==> src/rtl/iir_sched_pkg.sv <==
// rtl/iir_sched_pkg.sv - shared types, defaults and width helpers for the IIR channel scheduler
//
// Purpose: state encoding, coefficient width default and the width functions
// used by the interface, the scheduler and the shared arithmetic step.
// Ports: none (package).

package iir_sched_pkg;

  typedef enum logic [1:0] {
    IDLE  = 2'd0,
    FETCH = 2'd1,
    CALC  = 2'd2,
    EMIT  = 2'd3
  } state_t;

  localparam int COEF_W_DEF = 16;

  // Ceiling log2, never below 1 so a channel index always has at least one bit.
  function automatic int clog2(input int v);
    int r;
    int p;
    r = 0;
    p = 1;
    while (p < v) begin
      p = p * 2;
      r = r + 1;
    end
    return (r == 0) ? 1 : r;
  endfunction

  // Width of the filter output y.
  function automatic int out_w(input int bits_in);
    return bits_in + 17;
  endfunction

  // Width at which the feedback product is evaluated before the shift.
  function automatic int fb_w(input int bits_in, input int g_log);
    return bits_in + g_log + 17;
  endfunction

endpackage

==> src/rtl/iir_ch_scheduler_if.sv <==
// rtl/iir_ch_scheduler_if.sv - sample, coefficient and result bundle of the IIR channel scheduler
//
// Purpose: groups the per-channel request/accept handshake, coefficient
// writes, state clear and the result strobe.
// Signals:
//   in_valid[NCH]        per-channel sample request (master)
//   in_data[NCH*BITS_IN] flattened samples, channel k at [k*BITS_IN +: BITS_IN] (master)
//   in_ready[NCH]        one-hot accept pulse (slave)
//   cfg_we, cfg_b0, cfg_a1  coefficient write (master)
//   clear_state          zero all channel feedback state (master)
//   out_valid, out_ch, out_data  one-cycle result strobe (slave)

interface iir_ch_scheduler_if
  import iir_sched_pkg::*;
#(
  parameter int NCH     = 4,
  parameter int BITS_IN = 33,
  parameter int COEF_W  = COEF_W_DEF
);
  localparam int CW = clog2(NCH);
  localparam int OW = out_w(BITS_IN);

  logic [NCH-1:0]         in_valid;
  logic [NCH*BITS_IN-1:0] in_data;
  logic [NCH-1:0]         in_ready;
  logic                   cfg_we;
  logic signed [COEF_W-1:0] cfg_b0;
  logic signed [COEF_W-1:0] cfg_a1;
  logic                   clear_state;
  logic                   out_valid;
  logic [CW-1:0]          out_ch;
  logic signed [OW-1:0]   out_data;

  modport master (
    output in_valid, in_data, cfg_we, cfg_b0, cfg_a1, clear_state,
    input  in_ready, out_valid, out_ch, out_data
  );

  modport slave (
    input  in_valid, in_data, cfg_we, cfg_b0, cfg_a1, clear_state,
    output in_ready, out_valid, out_ch, out_data
  );

endinterface

==> src/rtl/iir_ch_scheduler_step.sv <==
// rtl/iir_ch_scheduler_step.sv - combinational first-order IIR step shared by all channels
//
// Purpose: y = b0*x + ((-a1*ry) >>> G_SAIDA_LOG), two's-complement wrap.
// Ports:
//   x   in  BITS_IN  signed sample
//   ry  in  OW       signed feedback state of the channel
//   b0  in  COEF_W   signed feed-forward coefficient
//   a1  in  COEF_W   signed feedback coefficient
//   y   out OW       signed result

module iir_step
  import iir_sched_pkg::*;
#(
  parameter int BITS_IN     = 33,
  parameter int G_SAIDA_LOG = 10,
  parameter int COEF_W      = COEF_W_DEF,
  localparam int OW         = out_w(BITS_IN),
  localparam int PW         = fb_w(BITS_IN, G_SAIDA_LOG)
) (
  input  logic signed [BITS_IN-1:0] x,
  input  logic signed [OW-1:0]      ry,
  input  logic signed [COEF_W-1:0]  b0,
  input  logic signed [COEF_W-1:0]  a1,
  output logic signed [OW-1:0]      y
);

  logic signed [OW-1:0] x_e;
  logic signed [OW-1:0] b0_e;
  logic signed [OW-1:0] yz;
  logic signed [PW-1:0] a1_e;
  logic signed [PW-1:0] ry_e;
  logic signed [PW-1:0] yp;

  // Operands are sign-extended to the evaluation width first so the products
  // wrap at exactly that width.
  assign x_e  = {{(OW - BITS_IN){x[BITS_IN-1]}}, x};
  assign b0_e = {{(OW - COEF_W){b0[COEF_W-1]}}, b0};
  assign a1_e = {{(PW - COEF_W){a1[COEF_W-1]}}, a1};
  assign ry_e = {{(PW - OW){ry[OW-1]}}, ry};

  assign yz = x_e * b0_e;
  assign yp = (-a1_e) * ry_e;
  assign y  = yz + OW'(yp >>> G_SAIDA_LOG);

endmodule

==> src/rtl/iir_ch_scheduler.sv <==
// rtl/iir_ch_scheduler.sv - round-robin scheduler sharing one IIR step between NCH channels
//
// Purpose: arbitrates channel requests, holds per-channel feedback state ry
// and the live b0/a1 coefficients, and sequences IDLE->FETCH->CALC->EMIT
// (one sample per four cycles, result three cycles after accept).
// Ports:
//   clock    in  rising-edge clock
//   reset_n  in  asynchronous active-low reset
//   bus      slave modport of iir_ch_scheduler_if (requests, config, results)

module iir_ch_scheduler
  import iir_sched_pkg::*;
#(
  parameter int NCH         = 4,
  parameter int BITS_IN     = 33,
  parameter int G_SAIDA_LOG = 10,
  parameter int COEF_W      = COEF_W_DEF,
  parameter int B0_RST      = 785,
  parameter int A1_RST      = -1366
) (
  input  logic              clock,
  input  logic              reset_n,
  iir_ch_scheduler_if.slave bus
);

  localparam int CW = clog2(NCH);
  localparam int OW = out_w(BITS_IN);

  state_t state, state_nxt;

  logic [CW-1:0]             last_grant;
  logic [CW-1:0]             ch;
  logic [CW-1:0]             grant;
  logic                      found;
  logic [BITS_IN-1:0]        x_sel;
  logic [NCH-1:0]            in_ready_c;

  logic signed [BITS_IN-1:0] x_r;
  logic signed [COEF_W-1:0]  b0, a1;
  logic signed [COEF_W-1:0]  b0_s, a1_s;
  logic signed [OW-1:0]      ry [NCH];
  logic signed [OW-1:0]      ry_r;
  logic signed [OW-1:0]      y_r;
  logic signed [OW-1:0]      y_c;

  // Round-robin search starting just after the last granted channel.
  always_comb begin
    int            idx_i;
    logic [CW-1:0] idx;
    found = 1'b0;
    grant = '0;
    idx_i = 0;
    idx   = '0;
    for (int i = 1; i <= NCH; i++) begin
      idx_i = int'(last_grant) + i;
      if (idx_i >= NCH) idx_i = idx_i - NCH;
      idx = CW'(idx_i);
      if (!found && bus.in_valid[idx]) begin
        found = 1'b1;
        grant = idx;
      end
    end
    x_sel = '0;
    for (int k = 0; k < NCH; k++) begin
      if (grant == CW'(k)) x_sel = bus.in_data[k*BITS_IN +: BITS_IN];
    end
  end

  always_comb begin
    state_nxt  = state;
    in_ready_c = '0;
    case (state)
      IDLE: begin
        if (found) begin
          state_nxt  = FETCH;
          in_ready_c = NCH'(1) << grant;
        end
      end
      FETCH:   state_nxt = CALC;
      CALC:    state_nxt = EMIT;
      EMIT:    state_nxt = IDLE;
      default: state_nxt = IDLE;
    endcase
  end

  // The accept pulse is combinational from the requests, so it is forced low
  // while reset is held even if a source keeps requesting.
  assign bus.in_ready  = reset_n ? in_ready_c : '0;
  assign bus.out_valid = (state == EMIT);
  assign bus.out_ch    = ch;
  assign bus.out_data  = y_r;

  iir_step #(
    .BITS_IN     (BITS_IN),
    .G_SAIDA_LOG (G_SAIDA_LOG),
    .COEF_W      (COEF_W)
  ) u_step (
    .x  (x_r),
    .ry (ry_r),
    .b0 (b0_s),
    .a1 (a1_s),
    .y  (y_c)
  );

  always_ff @(posedge clock or negedge reset_n) begin
    if (!reset_n) begin
      state      <= IDLE;
      last_grant <= CW'(NCH - 1);
      ch         <= '0;
      x_r        <= '0;
      b0         <= COEF_W'(B0_RST);
      a1         <= COEF_W'(A1_RST);
      b0_s       <= '0;
      a1_s       <= '0;
      ry_r       <= '0;
      y_r        <= '0;
      for (int k = 0; k < NCH; k++) ry[k] <= '0;
    end else begin
      state <= state_nxt;

      if (bus.cfg_we) begin
        b0 <= bus.cfg_b0;
        a1 <= bus.cfg_a1;
      end

      case (state)
        IDLE: begin
          if (found) begin
            ch   <= grant;
            x_r  <= x_sel;
            // Shadow copy: a coefficient write during the sample does not
            // affect it.
            b0_s <= b0;
            a1_s <= a1;
          end
        end
        FETCH:   ry_r <= ry[ch];
        CALC:    y_r  <= y_c;
        EMIT:    last_grant <= ch;
        default: ;
      endcase

      // Clear beats the EMIT write-back; the result is still emitted.
      if (bus.clear_state) begin
        for (int k = 0; k < NCH; k++) ry[k] <= '0;
      end else if (state == EMIT) begin
        ry[ch] <= y_r;
      end
    end
  end

endmodule

==> src/flat_wrapper.sv <==
// flat-port wrapper written by rule: the top's interface ports become plain ports
module iir_ch_scheduler_flat import iir_sched_pkg::*;
#(
  parameter int NCH         = 4,
  parameter int BITS_IN     = 33,
  parameter int G_SAIDA_LOG = 10,
  parameter int COEF_W      = COEF_W_DEF,
  parameter int B0_RST      = 785,
  parameter int A1_RST      = -1366
)
  (clock, reset_n, bus_in_valid, bus_in_data, bus_cfg_we, bus_cfg_b0, bus_cfg_a1, bus_clear_state, bus_in_ready, bus_out_valid, bus_out_ch, bus_out_data);
  iir_ch_scheduler_if #(.NCH(NCH), .BITS_IN(BITS_IN), .COEF_W(COEF_W)) bus_i ();
  input  logic clock;
  input  logic reset_n;
  input wire logic [$bits(bus_i.in_valid)-1:0] bus_in_valid;
  input wire logic [$bits(bus_i.in_data)-1:0] bus_in_data;
  input wire logic [$bits(bus_i.cfg_we)-1:0] bus_cfg_we;
  input wire logic [$bits(bus_i.cfg_b0)-1:0] bus_cfg_b0;
  input wire logic [$bits(bus_i.cfg_a1)-1:0] bus_cfg_a1;
  input wire logic [$bits(bus_i.clear_state)-1:0] bus_clear_state;
  output wire logic [$bits(bus_i.in_ready)-1:0] bus_in_ready;
  output wire logic [$bits(bus_i.out_valid)-1:0] bus_out_valid;
  output wire logic [$bits(bus_i.out_ch)-1:0] bus_out_ch;
  output wire logic [$bits(bus_i.out_data)-1:0] bus_out_data;
  assign bus_i.in_valid = bus_in_valid;
  assign bus_i.in_data = bus_in_data;
  assign bus_i.cfg_we = bus_cfg_we;
  assign bus_i.cfg_b0 = bus_cfg_b0;
  assign bus_i.cfg_a1 = bus_cfg_a1;
  assign bus_i.clear_state = bus_clear_state;
  assign bus_in_ready = bus_i.in_ready;
  assign bus_out_valid = bus_i.out_valid;
  assign bus_out_ch = bus_i.out_ch;
  assign bus_out_data = bus_i.out_data;
  iir_ch_scheduler #(.NCH(NCH), .BITS_IN(BITS_IN), .G_SAIDA_LOG(G_SAIDA_LOG), .COEF_W(COEF_W), .B0_RST(B0_RST), .A1_RST(A1_RST)) u_core (.clock(clock), .reset_n(reset_n), .bus(bus_i));
endmodule
==> config.mk <==
export PLATFORM = sky130hd
export DESIGN_NAME = iir_ch_scheduler_flat
export DESIGN_NICKNAME = d
export VERILOG_FILES = /design/src/rtl/iir_sched_pkg.sv /design/src/rtl/iir_ch_scheduler_if.sv /design/src/rtl/iir_ch_scheduler_step.sv /design/src/rtl/iir_ch_scheduler.sv /design/src/flat_wrapper.sv
export SDC_FILE = /design/constraint.sdc
export NUM_CORES = 2
export LEC_CHECK = 0
export BUFFER_PORTS_ARGS = -buffer_cell sky130_fd_sc_hd__buf_2
export CELL_PAD_IN_SITES_DETAIL_PLACEMENT = 0
export CELL_PAD_IN_SITES_GLOBAL_PLACEMENT = 1
export CORE_MARGIN = 2
export CORE_UTILIZATION = 52
export DETAILED_ROUTE_END_ITERATION = 7
export PLACE_DENSITY = 0.95
export SETUP_SLACK_MARGIN = 0.1
export SLEW_MARGIN = 20
export SYNTH_ARGS = -nofsm -noshare
export SYNTH_HDL_FRONTEND = slang
export SYNTH_SLANG_ARGS = --single-unit
==> constraint.sdc <==
create_clock -name clock -period 15.35 [get_ports clock]
set_input_delay 3.8375 -clock clock [delete_from_list [all_inputs] [get_ports clock]]
set_output_delay 3.8375 -clock clock [all_outputs]
set_load 0.01 [all_outputs]
# Word level (Yosys, flattened, before mapping)
# Cells that the tools add are included.
[word_totals]
regBits = 403
latchBits = 0
mem_bits_rw = 0
mem_bits_ro = 0
output_inout_bits = 57
word_cells = 93
n_memories = 0
[classes]
n_addsub = 10
multipliers = 2
div = 0
magnitude_cmp = 10
n_eq_ne = 7
shift = 1
mux = 37
bitwise = 1
n_reduce_logical = 11
[ops]
columns = ["cell", "count"]
rows = [
  ["200-bit 2-to-1 mux", 2],
  ["200-bit bitwise mux", 1],
  ["50-bit 2-to-1 mux", 3],
  ["33-bit 2-to-1 mux", 4],
  ["50-bit binary-select mux with 2-bit select", 1],
  ["50-bit demux with 2-bit select", 1],
  ["60-bit by 50-bit multiplier with 60-bit output", 1],
  ["16-bit negation with 60-bit output", 1],
  ["50-bit adder", 1],
  ["33-bit by 16-bit multiplier with 49-bit output", 1],
  ["2-bit 2-to-1 mux", 9],
  ["3-bit >= comparator (second input constant)", 4],
  ["2-bit by 3-bit < comparator with 1-bit output (second input constant)", 4],
  ["4-bit 2-to-1 mux", 3],
  ["1-bit binary-select mux with 2-bit select", 4],
  ["2-bit == test (second input constant)", 4],
  ["1-bit 2-to-1 mux", 8],
  ["2-bit one-hot mux with 4 select lines", 1],
  ["2-bit by 1-bit subtractor with 2-bit output (second input constant)", 4],
  ["2-bit by 2-bit adder with 3-bit output (second input constant)", 2],
  ["2-bit by 3-bit adder with 4-bit output (second input constant)", 1],
  ["2-bit by 1-bit == test with 1-bit output (second input constant)", 2],
  ["4-bit by 3-bit >= comparator with 1-bit output (second input constant)", 1],
  ["1-bit logical AND", 4],
  ["other kinds (9)", 12],
]

# Logic depth before layout (Yosys ltp)
[logic_depth]
ltp_word = 20
mapped_depth = 51

# Cells and area by module
# From an unflattened synthesis, not the netlist that was laid out.
[unflattened]
cells_unflattened = 9670
hier_area_um2 = 91237.5
[modules_own_cells]
columns = ["module", "instances", "cells_per_inst", "area_each_um2", "seq_area_each_um2"]
rows = [
  ["iir_step", 1, 8028, 73315.3, 0.0],
  ["iir_ch_scheduler", 1, 1642, 17922.2, 10104.7],
]

# Worst setup path after synthesis
# OpenSTA, ideal clock, no wires.
[synth_path]
path_type = "register to register"
startpoint = "reg u_core.a1_s[0]"
endpoint = "reg u_core.y_r[49] (netlist: u_core.bus.out_data[49])"
setup_time_ps = 125
arrival_time_ps = 11695
required_time_ps = 15225
slack_ps = 3530
stages_incl_launch_ff = 48
n_path_buf = 4
synth_period_minus_slack_ps = 11820
cell_sequence = "dfrtp_1 clkbuf_1 inv_1 ha_1 nor3b_2 nand4_1 clkbuf_1 nand2b_1 ha_1 clkbuf_1 clkbuf_1 nor2b_1 fa_1 fa_1 fa_1 inv_1 fa_1 fa_1 [... 12 more ...] o21ba_1 a211o_1 o21ai_1 nand2b_1 a311oi_1 xnor2_1 ha_1 a21o_1 a21o_1 a21o_1 a311o_1 nand3_1 nand3b_1 nor2_1 o21ai_1 a21oi_1 xor3_1 mux2_4"
[synth_via]
elab_chain_len = 3
[synth_rtl]
columns = ["element", "line_no", "rtl"]
rows = [
  ["start, declared", "iir_ch_scheduler.sv:40", "logic signed [COEF_W-1:0] b0_s, a1_s;"],
  ["start signal, assigned", "iir_ch_scheduler.sv:114", "a1_s <= '0;"],
  ["start signal, assigned", "iir_ch_scheduler.sv:134", "a1_s <= a1;"],
  ["16-bit negation with 60-bit output", "iir_ch_scheduler_step.sv:42", "assign yp = (-a1_e) * ry_e;"],
  ["60-bit by 50-bit multiplier with 60-bit output", "iir_ch_scheduler_step.sv:42", ""],
  ["50-bit adder", "iir_ch_scheduler_step.sv:43", "assign y = yz + OW'(yp >>> G_SAIDA_LOG);"],
  ["end signal, assigned", "iir_ch_scheduler.sv:138", "CALC: y_r <= y_c;"],
  ["end, declared", "iir_ch_scheduler.sv:43", "logic signed [OW-1:0] y_r;"],
]
# Every way passes these cells.
# A chain may end at the register's enable or synchronous reset.

# Final worst setup path
# Same ends and word-level chain as after synthesis.

==> flow_summary.yaml <==
run_status:
  status: "finished clean"
layout:
  area_growth_pct: 5.17
  seq_area_um2: 10100
  num-nets-final: 12600
  fill_cells: 15600
  drive_gt1_frac: 0.0677
  multiInputGateArea_um2: 71100
synth:
  seq_area_frac_synth: 0.110
  synth_edf_count: 0
  synth_top_area_frac: 0.448
  ys_warn_count: 0
  yosys.cell_types.count: 94
  ys_seq_elements: 403
  synth_flop_cell: "dfrtp_1"
  syn_inst: 10000
  async_reset_ff_frac: 1.00
  yosys.cell_count.top_type: "inv_1"
  netlist_area_um2: 91700
  synth_area_leaders: "fa_1 (45%), dfrtp_1 (11%), inv_1 (9.5%)"
  syn_nets: 12700
  postSynthAreaPerCell_um2: 9.15
  yosys-top-cells-count: "inv_1 (2,311), fa_1 (2,052), nand2_1 (1,648)"
  post-synth-top-area-cell: "fa_1"
detailed_routing:
  num_vias: 68200
  drt_iter0_drc: 5809
  drtAntennaViolNets: 0
  drcViolationCount: 0
  firstDrtPassIters: 6
  routedWlPerCell_um: 22.6
  routed_wl_mm: 276
  viasPerCell: 5.57
die:
  die_y_um: 424
  core_area_um2: 176000
  rows: 154
  start_util: 0.522
  io_pins: 229
  die_x_um: 424
  die-area_um2: 180000
sta:
  slew_headroom: 0.240
  drv_slew: 0
  fin_skew_ps: 61.9
  post-route-period-util: 0.900
  rsz0062_at_grt: "false"
  period_minus_slack_ps: 13820
  fin_setup_tns_ps: 0
  fmax_mhz: 72.4
  hold_viol_final: 0
  setup_violations: 0
  tightest_slew_ps: 1140
global_route:
  grt_pass1_vias: 76100
  antenna_found_initial: 14
  overflow: 0
  grt_pass1_wl_mm: 439
  grt_start_max_net_pins: 105
  grtUsageTotal: 0.319
cts:
  root_buffer: "clkbuf_16"
  cts_tree: "done"
  clkLatencyLatePin_ps: 650
  cts_hold_buf: 0
  h-tree-depth: 2
  cts_setup_buffers: 0
  cts_sinks: 403
  clockBufferDepth: 3
  cts-resized-gates: 0
  clkTransAtPathRegs_ps: 70
  cts-buffers-inserted: 42
place:
  hpwl_mm: 220
  portBuffers: 228
  gp_congestion: 1.02
min_path:
  holdCritPathClass: "reg2reg"
setup_path:
  critical-path-max-stage-delay_ps: 850
  start_kind: "flop"
  slowest_stage: "ha_1"
  cp_max_fo: 47
  cpMostUsedCell: "fa_1"
  cp.required_ps: 15850
  cp-end-kind: "flop"
  critical_path_class: "reg2reg"
  crit_arrival_ps: 14320
job:
  maxCapViolCount: 0
-- critical path, delay by kind of cell (launching register included) --
kind	cells	cell delay [ps]
DFF	1	420
adders and majority gates	13	6300
muxes	1	260
AOI/OAI and AO/OA	10	2060
buffers and inverters	8	1370
and+or+nand+nor	11	2600
xor gates and xnor gates	2	660
-- stage by stage --
step            util  instances  instance area, um2  worst slack [ps]  hold WS, ps
5_1_grt        0.549      12200               96400              1010          500
3_5_place_dp   0.540      12200               94900              1710          454
4_1_cts        0.549      12200               96400              1670          469
3_3_place_gp   0.540      12200               94900              1940          455
2_1_floorplan      -      10000               91700              3530          435
6_report       0.549      12200               96400              1530          468
-- final cells by class --
class	count	share of cell area
multi-input combinational	6759	0.737
sequential	403	0.105
inverter	2312	0.0900
tap	2340	0.0304
timing repair buffer	353	0.0219
clock buffer	56	0.0124
clock inverter	22	0.00311
antenna	2	0.0000519
-- placed cells by master, fill, tap and decap left out, types with 50 or more instances in the layout --
cell | synthesis | routed
a21o_1 | 81 | 81
a21oi_1 | 332 | 331
and2_1 | 570 | 569
and3_1 | 88 | 87
buf_2 | 1 | 226
buf_4 | 0 | 123
dfrtp_1 | 387 | 371
fa_1 | 2052 | 2052
ha_1 | 460 | 458
inv_1 | 2311 | 2310
mux2_2 | 111 | 111
mux4_2 | 50 | 50
nand2_1 | 1648 | 1648
nand2b_1 | 373 | 372
nand3_1 | 61 | 60
nor2_1 | 75 | 72
nor2b_1 | 228 | 228
o21ai_0 | 127 | 126
xnor2_1 | 183 | 176
-- kinds of logic after synthesis --
| logic type | Yosys count | synth area share |
|---|---|---|
| simple gates | 3140 | 0.167 |
| buf+inv | 2856 | 0.117 |
| fa+ha+maj | 2512 | 0.511 |
| compound gates | 711 | 0.0463 |
| flops | 403 | 0.110 |
| xor+xnor | 233 | 0.0226 |
| mux | 163 | 0.0262 |
-- flip-flops by register name, indices dropped and copies added (netlist names) --
register,cells
u_core.a1,16
u_core.a1_s,16
u_core.b0,16
u_core.b0_s,16
u_core.bus.out_ch,2
u_core.bus.out_data,50
u_core.last_grant,2
u_core.ry,200
u_core.ry_r,50
u_core.state,2
u_core.x_r,33
-- path summary, 6_finish.rpt --
path / from / end / slack [ps] / cells after the start
setup / recovery: u_core.a1_s[0] / u_core.bus.out_data[49] / 1530 / 45
hold / removal: u_core.b0[11] / u_core.b0_s[11] / 470 / 2
setup reg to reg: u_core.a1_s[0] / u_core.bus.out_data[49] / 1530 / 45
hold reg to reg: u_core.b0[11] / u_core.b0_s[11] / 470 / 2
max in group asynchronous: reset_n / u_core.ry_r[42] / 9350 / 4
min in group asynchronous: reset_n / u_core.x_r[6] / 3120 / 1
-- routing by layer --
metal / GRT usage / routed length, um / vias to the layer above
met4: 0.134 / 13100 / 10
met3: 0.0678 / 27500 / 661
li1: - / - / 28900
met1: 0.423 / 108000 / 35300
met2: 0.511 / 128000 / 3316
met5: 0.00188 / 98 / -
Power is left out: the tool's default activity adds up to more than one toggle a clock period on the data nets, which glitch-free logic cannot reach.
